<file path="src/rtl/i2s_rx_capture_if.sv">
// Frame handshake bundle between the I2S capture block and the record path.
// The master presents a left/right sample pair; the slave accepts it with ready.
interface i2s_rx_capture_if #(
  parameter int W = 16
);
  logic [W-1:0] l_data;
  logic [W-1:0] r_data;
  logic         valid;
  logic         ready;

  modport master (
    output l_data,
    output r_data,
    output valid,
    input  ready
  );

  modport slave (
    input  l_data,
    input  r_data,
    input  valid,
    output ready
  );
endinterface

</file>
<file path="src/rtl/i2s_rx_capture.sv">
// I2S slave-side capture: oversamples codec SCLK/LRCLK/SDIN on MAX10_CLK1_50
// and presents each completed left/right pair through a valid/ready handshake.
module i2s_rx_capture #(
  parameter int SAMPLE_W    = 16,
  parameter int SYNC_STAGES = 2
) (
  input  logic MAX10_CLK1_50,
  input  logic reset_n,
  input  logic enable,
  input  logic sclk_in,
  input  logic lrclk_in,
  input  logic sdin,
  input  logic clr_ovr,
  output logic overrun,
  i2s_rx_capture_if.master frm
);

  localparam int CW = $clog2(SAMPLE_W + 1);

  typedef enum logic [1:0] {
    IDLE,
    ARMED,
    RUN
  } state_t;

  logic [SYNC_STAGES-1:0] sclk_sync;
  logic [SYNC_STAGES-1:0] lr_sync;
  logic [SYNC_STAGES-1:0] sd_sync;
  logic                   sclk_hist;

  logic                sclk_s;
  logic                lr_s;
  logic                sd_s;
  logic                sre;
  logic                bnd;

  logic                lr_prev;
  logic [CW-1:0]       bcnt;
  logic [SAMPLE_W-1:0] shreg;
  logic [SAMPLE_W-1:0] left_hold;
  logic                have_left;
  state_t              state;

  logic [CW-1:0]       pad;
  logic [SAMPLE_W-1:0] word;
  logic                commit;
  logic                frame_new;
  logic                xfer;

  logic [SAMPLE_W-1:0] l_q;
  logic [SAMPLE_W-1:0] r_q;
  logic                valid_q;
  logic                ovr_q;

  assign sclk_s = sclk_sync[SYNC_STAGES-1];
  assign lr_s   = lr_sync[SYNC_STAGES-1];
  assign sd_s   = sd_sync[SYNC_STAGES-1];
  assign sre    = sclk_s & ~sclk_hist;
  assign bnd    = sre & (lr_s != lr_prev);

  always_ff @(posedge MAX10_CLK1_50 or negedge reset_n) begin
    if (!reset_n) begin
      sclk_sync <= '0;
      lr_sync   <= '0;
      sd_sync   <= '0;
      sclk_hist <= 1'b0;
    end else begin
      sclk_sync <= {sclk_sync[SYNC_STAGES-2:0], sclk_in};
      lr_sync   <= {lr_sync[SYNC_STAGES-2:0], lrclk_in};
      sd_sync   <= {sd_sync[SYNC_STAGES-2:0], sdin};
      sclk_hist <= sclk_s;
    end
  end

  // Short slots leave the captured bits left-aligned with zero LSBs.
  always_comb begin
    pad       = CW'(SAMPLE_W) - bcnt;
    word      = shreg << pad;
    commit    = bnd & (state == RUN);
    frame_new = commit & lr_prev & have_left;
    xfer      = valid_q & frm.ready;
  end

  // The boundary edge carries the previous slot's LSB, so its data is dropped.
  always_ff @(posedge MAX10_CLK1_50 or negedge reset_n) begin
    if (!reset_n) begin
      lr_prev <= 1'b0;
      bcnt    <= '0;
      shreg   <= '0;
    end else if (sre) begin
      lr_prev <= lr_s;
      if (lr_s != lr_prev) begin
        bcnt  <= '0;
        shreg <= '0;
      end else if (bcnt < CW'(SAMPLE_W)) begin
        shreg <= {shreg[SAMPLE_W-2:0], sd_s};
        bcnt  <= bcnt + 1'b1;
      end
    end
  end

  always_ff @(posedge MAX10_CLK1_50 or negedge reset_n) begin
    if (!reset_n) begin
      state     <= IDLE;
      have_left <= 1'b0;
      left_hold <= '0;
    end else begin
      unique case (state)
        IDLE: begin
          if (enable)
            state <= ARMED;
        end
        ARMED: begin
          if (!enable)
            state <= IDLE;
          else if (bnd & lr_prev & ~lr_s)
            state <= RUN;
        end
        RUN: begin
          if (!enable)
            state <= IDLE;
        end
        default: state <= IDLE;
      endcase

      if (!enable) begin
        have_left <= 1'b0;
      end else if (commit) begin
        if (!lr_prev) begin
          left_hold <= word;
          have_left <= 1'b1;
        end else if (have_left) begin
          have_left <= 1'b0;
        end
      end
    end
  end

  // Single frame register; a frame forming while one is stuck is dropped.
  always_ff @(posedge MAX10_CLK1_50 or negedge reset_n) begin
    if (!reset_n) begin
      l_q     <= '0;
      r_q     <= '0;
      valid_q <= 1'b0;
      ovr_q   <= 1'b0;
    end else begin
      if (frame_new) begin
        if (!valid_q || xfer) begin
          l_q     <= left_hold;
          r_q     <= word;
          valid_q <= 1'b1;
        end
      end else if (xfer) begin
        valid_q <= 1'b0;
      end

      if (frame_new & valid_q & ~xfer)
        ovr_q <= 1'b1;
      else if (clr_ovr)
        ovr_q <= 1'b0;
    end
  end

  assign frm.l_data = l_q;
  assign frm.r_data = r_q;
  assign frm.valid  = valid_q;
  assign overrun    = ovr_q;

endmodule

</file>
<file path="src/flat_wrapper.sv">
// flat-port wrapper written by rule: the top's interface ports become plain ports
module i2s_rx_capture_flat 
#(
  parameter int SAMPLE_W    = 16,
  parameter int SYNC_STAGES = 2
)
  (MAX10_CLK1_50, reset_n, enable, sclk_in, lrclk_in, sdin, clr_ovr, overrun, frm_l_data, frm_r_data, frm_valid, frm_ready);
  i2s_rx_capture_if #(.W(16)) frm_i ();
  input  logic MAX10_CLK1_50;
  input  logic reset_n;
  input  logic enable;
  input  logic sclk_in;
  input  logic lrclk_in;
  input  logic sdin;
  input  logic clr_ovr;
  output logic overrun;
  output wire logic [$bits(frm_i.l_data)-1:0] frm_l_data;
  output wire logic [$bits(frm_i.r_data)-1:0] frm_r_data;
  output wire logic [$bits(frm_i.valid)-1:0] frm_valid;
  input wire logic [$bits(frm_i.ready)-1:0] frm_ready;
  assign frm_l_data = frm_i.l_data;
  assign frm_r_data = frm_i.r_data;
  assign frm_valid = frm_i.valid;
  assign frm_i.ready = frm_ready;
  i2s_rx_capture #(.SAMPLE_W(SAMPLE_W), .SYNC_STAGES(SYNC_STAGES)) u_core (.MAX10_CLK1_50(MAX10_CLK1_50), .reset_n(reset_n), .enable(enable), .sclk_in(sclk_in), .lrclk_in(lrclk_in), .sdin(sdin), .clr_ovr(clr_ovr), .overrun(overrun), .frm(frm_i));
endmodule
</file>
<file path="config.mk">
export PLATFORM = sky130hd
export DESIGN_NAME = i2s_rx_capture_flat
export DESIGN_NICKNAME = d
export VERILOG_FILES = /design/src/rtl/i2s_rx_capture_if.sv /design/src/rtl/i2s_rx_capture.sv /design/src/flat_wrapper.sv
export SDC_FILE = /design/constraint.sdc
export NUM_CORES = 1
export LEC_CHECK = 0
export CAP_MARGIN = 20
export CORE_UTILIZATION = 34
export CTS_BUF_LIST = sky130_fd_sc_hd__clkbuf_4 sky130_fd_sc_hd__clkbuf_8
export CTS_CLUSTER_SIZE = 16
export DETAILED_ROUTE_END_ITERATION = 8
export GPL_TIMING_DRIVEN = 0
export PLACE_DENSITY = 0.57
export SLEW_MARGIN = 20
export SYNTH_ARGS = -nofsm -noshare
export SYNTH_HDL_FRONTEND = slang
export SYNTH_SLANG_ARGS = --single-unit
</file>
<file path="constraint.sdc">
create_clock -name MAX10_CLK1_50 -period 7 [get_ports MAX10_CLK1_50]
set_input_delay 0.7 -clock MAX10_CLK1_50 [delete_from_list [all_inputs] [get_ports MAX10_CLK1_50]]
set_output_delay 0.7 -clock MAX10_CLK1_50 [all_outputs]
set_load 0.03 [all_outputs]
</file>
## Word-level counts from Yosys, hierarchy flattened

Index checks and enable logic that the tools add are counted.

| operators by class | value |
|---|---|
| shifts and indexed selects | 1 |
| multiplexer cells | 17 |
| equal/unequal tests | 8 |
| bitwise logic cells | 14 |
| $lt $le $gt $ge | 1 |
| $add $sub $neg | 2 |
| reduce and logical (&&, ||, !) cells | 11 |

Operators by type and width:

| kind | number |
|---|---|
| $mux 16 | 2 |
| $shl 16x5->16 | 1 |
| $and 1x1->1 | 10 |
| $mux 5 | 2 |
| $mux 1 | 8 |
| $mux 2 | 4 |
| $ne 2x2->1 const B | 3 |
| $pmux 2 s3 | 1 |
| $reduce_and 2->1 | 3 |
| $reduce_and 3->1 | 2 |
| $reduce_bool 2->1 | 3 |
| $add 5x1->5 const B | 1 |
| $lt 5x5->1 const B | 1 |
| $sub 5x5->5 const A | 1 |
| $not 1->1 | 4 |
| $ne 3x2->1 const B | 1 |
| $eq 2x1->1 const B | 1 |
| $eq 2x2->1 const B | 1 |
| $logic_not 2->1 | 1 |
| $ne 2x1->1 const B | 1 |
| $logic_not 1->1 | 1 |
| $logic_or 1x1->1 | 1 |
| $ne 1x1->1 | 1 |

| word-level totals | value |
|---|---|
| register bits after elaboration | 82 |
| output and inout port bits | 34 |
| logic and storage cells | 68 |

## Depth between registers and ports, before layout

| logic depth | value |
|---|---|
| depth after elaboration | 9 |
| depth in mapped cells | 13 |
| gate-level depth less buffers | 10 |

## Worst setup path before layout

Ideal clock, no wire load.

| path | value |
|---|---|
| kind | reg-to-reg |
| start point | register u_core.bcnt[0] |
| end point | register u_core.r_q[11] (netlist: u_core.frm.r_data[11]) |
| path slack | 4.393 ns |
| arrival | 2.482 ns |
| required time | 6.875 ns |
| stages on the path, launching flop included | 13 |
| path buffers | 3 |
| cell sequence | dfrtp_1 buf_2 buf_2 inv_1 ha_1 nand2b_1 nor2_1 ha_1 o21bai_1 buf_2 o22ai_1 a21o_1 mux2_2 |

| on the way | value |
|---|---|
| longest elaborated chain between the ends | 2 |

Ends and longest elaborated chain:

| element | line | text |
|---|---|---|
| start, declared | i2s_rx_capture.sv:38 | `logic [CW-1:0] bcnt;` |
| start signal, assigned | i2s_rx_capture.sv:97 | `bcnt <= bcnt + 1'b1;` |
| $sub 5x5->5 | i2s_rx_capture.sv:77 | `pad = CW'(SAMPLE_W) - bcnt;` |
| $shl 16x5->16 | i2s_rx_capture.sv:78 | `word = shreg << pad;` |
| end signal, assigned | i2s_rx_capture.sv:150 | `r_q <= word;` |
| end, declared | i2s_rx_capture.sv:51 | `logic [SAMPLE_W-1:0] r_q;` |

Every way passes these cells.
A chain may end at the register's enable or synchronous reset.

## Worst setup path after layout

| path | value |
|---|---|
| start point | register u_core.bcnt[0] |
| end point | register u_core.r_q[14] (netlist: u_core.frm.r_data[14]) |

Same word-level chain as after synthesis.

==> run summary <==
status: completed
Remaining DRCs: 0
Max Buffers Root-to-Sink: 2
core area: 0.0114 sq mm
most instantiated cells after synthesis: 82 x dfrtp_1, 56 x mux2_2, 27 x nand2_1
layout cells sized above 1: 30.3%
Syn Inst Count: 312
Post-CTS Setup Bufs: 0
clock slew seen by the registers of the worst setup and hold paths: 0.09 ns
die area: 0.0122 sq mm
Worst EP required: 7.24 ns
leading area contributor after synthesis: dfrtp_1
sequential power share: 46.4%
Total Power: 1.06 mW
worst r2r dst: u_core.frm.r_data[14]$_DFFE_PN0P_
# IOs: 42
PD cells: 222 mW/mm^2
WP data arrival: 3.45 ns
Post-Syn Nets: 323
period utilization: 45.8%
CTS buffer count: 9
crit path max fanout: 10
r2r startpoint: u_core.bcnt[0]$_DFFE_PN0P_
DRT Pass-1 Iters: 4
DR vias: 2633
dpl hpwl: 6.23 mm
Die X: 110 um
top cell type's share of synthesized area: 51.5%
CP max stage delay: 0.49 ns
worst slew pin tran: 0.888 ns
starting density of the core: 34.9%
syn_area_per_cell: 12.8 sq um
crit-path cells: buf_2 > buf_2 > inv_1 > ha_1 > clkbuf_1 > clkbuf_1 > mux4_2 > nand2_1 > o21ai_0 > mux2_2
gpl congestion: 0.869
asr flop ratio synth: 100%
Final Slew Violations: 0
Vias/cell: 5.13
DR WL/cell: 16.9 um
Worst Setup End Kind: register
PortBufs: 41
grt total ovfl: 0
quantity of hold-fixing buffers added after cts: 0
CTS tree: built
H-tree depth: 3
Post-Syn Area: 0.00398 sq mm
ANT cells: 0
unrepaired setup endpoints after global routing: no
Root Buffer: clkbuf_8
#FFs+latches synth: 82
Setup Viol. Count Final: 0
clock sinks: 82
Tmin final: 3.21 ns
skew final: 0.00950 ns
Clock Latency Late Sink: 0.35 ns
Netlist cell types: 49
fmax: 0.312 GHz
DR iter-0 viols: 191
Hold Vio Cnt, Final: 0
Synth Flop Type: dfrtp_1
Final ANT Viol Nets: 0
synthesis-to-finish area growth: 19.8%
largest net degree at the start of global routing: 44
GRT Overall Usage: 15.9%
vias in the first global route: 2651
CP startpoint kind: register
Synth area leaders: dfrtp_1 52%, mux2_2 16%, mux4_2 3.4%, nand2_1 2.5%, mux2i_1 2.5%
Reg2Reg Setup Slack: 3.79 ns
Rel. slew slack: 40.3%
initial antenna violation count: 0
YS warnings: 0
Clock Power Share: 29.9%
Sw Ratio: 32.6%
maximum vdd drop: 136 uV
Max Cap Viol: 0
final core occ: 41.8%
count leader, synth: dfrtp_1
final WL: 8.69 mm
Post-synth EDFFs: 0
row count: 39
first-pass GRT wire length: 14.4 mm
chip height: 110 um
critical path class: reg2reg
cells on worst reg2reg path: 10
setup TNS: 0 ns
Final nets: 376
Seq/Total Area, Yosys: 51.5%
Pleak: 2.13 nW
worst hold path type: in2async
P_sw: 0.346 mW
combinational power share: 23.7%
internal power: 0.715 mW
Slowest-stage cell, CP: clkbuf_1
post-CTS sizing: 0
cells in the final DEF, fill, tap and decap left out, drive strengths merged, types with 2 or more instances in the layout:
master          n
o21ai           7
a2111oi         2
clkinvlp        2
dfrtp          82
clkdlybuf4s50  40
mux2i          10
clkbuf         16
a22o           17
xor2            3
and2            3
a21o            2
nand2          27
a21oi           5
xnor2           2
inv             9
nor4            5
nor2           13
nor3            3
or4             3
nand2b          8
mux2           56
buf            16
mux4            6
nand3           6
o22ai           3
o2111ai         2
ha              3
o31ai           3
nor4b           2
sequential cells by signal (all words and copies together), names as in the netlist, 2 cells and up:
register           flops
u_core.state           2
u_core.frm.l_data     16
u_core.left_hold      16
u_core.sd_sync         2
u_core.lr_sync         2
u_core.frm.r_data     16
u_core.shreg          16
u_core.bcnt            5
u_core.sclk_sync       2
layer usage:
| metal | part of all wire (%) | track usage [%] | routed length (um) | vias up |
|---|---|---|---|---|
| met5 | 0 | 0 | 0 | - |
| met3 | 4.1 | 4.76 | 359 | 4 |
| met1 | 50 | 22.3 | 4350 | 1334 |
| li1 | - | - | - | 1245 |
| met2 | 45 | 23.9 | 3940 | 50 |
| met4 | 0.44 | 4.23 | 38 | 0 |
through the flow:
step                setup WS, ns  hold WS, ns  area [sq um]  instances
detailed placement          3.81        0.335          4590        497
CTS                         3.80        0.322          4770        513
global placement            2.29        0.332          4570        496
floorplan                   4.39        0.331          3980        312
global route                3.59        0.335          4770        513
finish                      3.79        0.319          4770        513
layout make-up:
type / instances / area, sq um
clock inverter: 7 / 58.8
clock buffer: 9 / 124
inverter: 5 / 18.8
timing repair buffer: 42 / 428
multi-input combinational: 204 / 1750
sequential: 82 / 2050
fill: 1119 / 6650
tap: 143 / 179
buffer: 21 / 161
power groups by stage:
stage / sequential, mW / clock [mW] / combinational (mW)
4_1_cts: 0.492 / 0.333 / 0.253
3_3_place_gp: 0.502 / 0 / 0.251
6_report: 0.492 / 0.317 / 0.252
5_1_grt: 0.494 / 0.353 / 0.278
3_5_place_dp: 0.502 / 0 / 0.252
2_1_floorplan: 0.499 / 0 / 0.190
worst max path at each step:
stage          slack (ns)                                 to                  startpoint  cells past startpoint
3_3_place_gp         2.29   u_core.frm.r_data[4]$_DFFE_PN0P_                     reset_n                      1
2_1_floorplan        4.39  u_core.frm.r_data[11]$_DFFE_PN0P_  u_core.bcnt[0]$_DFFE_PN0P_                     12
6_report             3.79  u_core.frm.r_data[14]$_DFFE_PN0P_  u_core.bcnt[0]$_DFFE_PN0P_                     10
4_1_cts              3.80  u_core.frm.r_data[14]$_DFFE_PN0P_  u_core.bcnt[0]$_DFFE_PN0P_                     10
5_1_grt              3.59  u_core.frm.r_data[14]$_DFFE_PN0P_  u_core.bcnt[0]$_DFFE_PN0P_                     10
3_5_place_dp         3.81   u_core.left_hold[13]$_DFFE_PN0P_  u_core.bcnt[0]$_DFFE_PN0P_                     10
kinds of logic after synthesis:
group	count (synthesis)	share of synthesized area, %
flip-flops	82	51.5
AND/OR/NAND/NOR	74	9.71
multiplexers	72	21.7
AO/OA/AOI/OAI	50	10.0
buffers and inverters	26	4.52
XOR/XNOR	5	1.57
adder cells (fa/ha/maj)	3	0.942
critical path, delay by kind of cell, from the launching register on:
kind | cells | cell delay (ns)
DFF | 1 | 0.35
adders and majority gates | 1 | 0.28
and+or+nand+nor | 1 | 0.08
muxes | 2 | 0.71
AOI/OAI and AO/OA | 1 | 0.12
buffers and inverters | 5 | 1.56
Note: power is estimated with default switching activity, not from simulation.
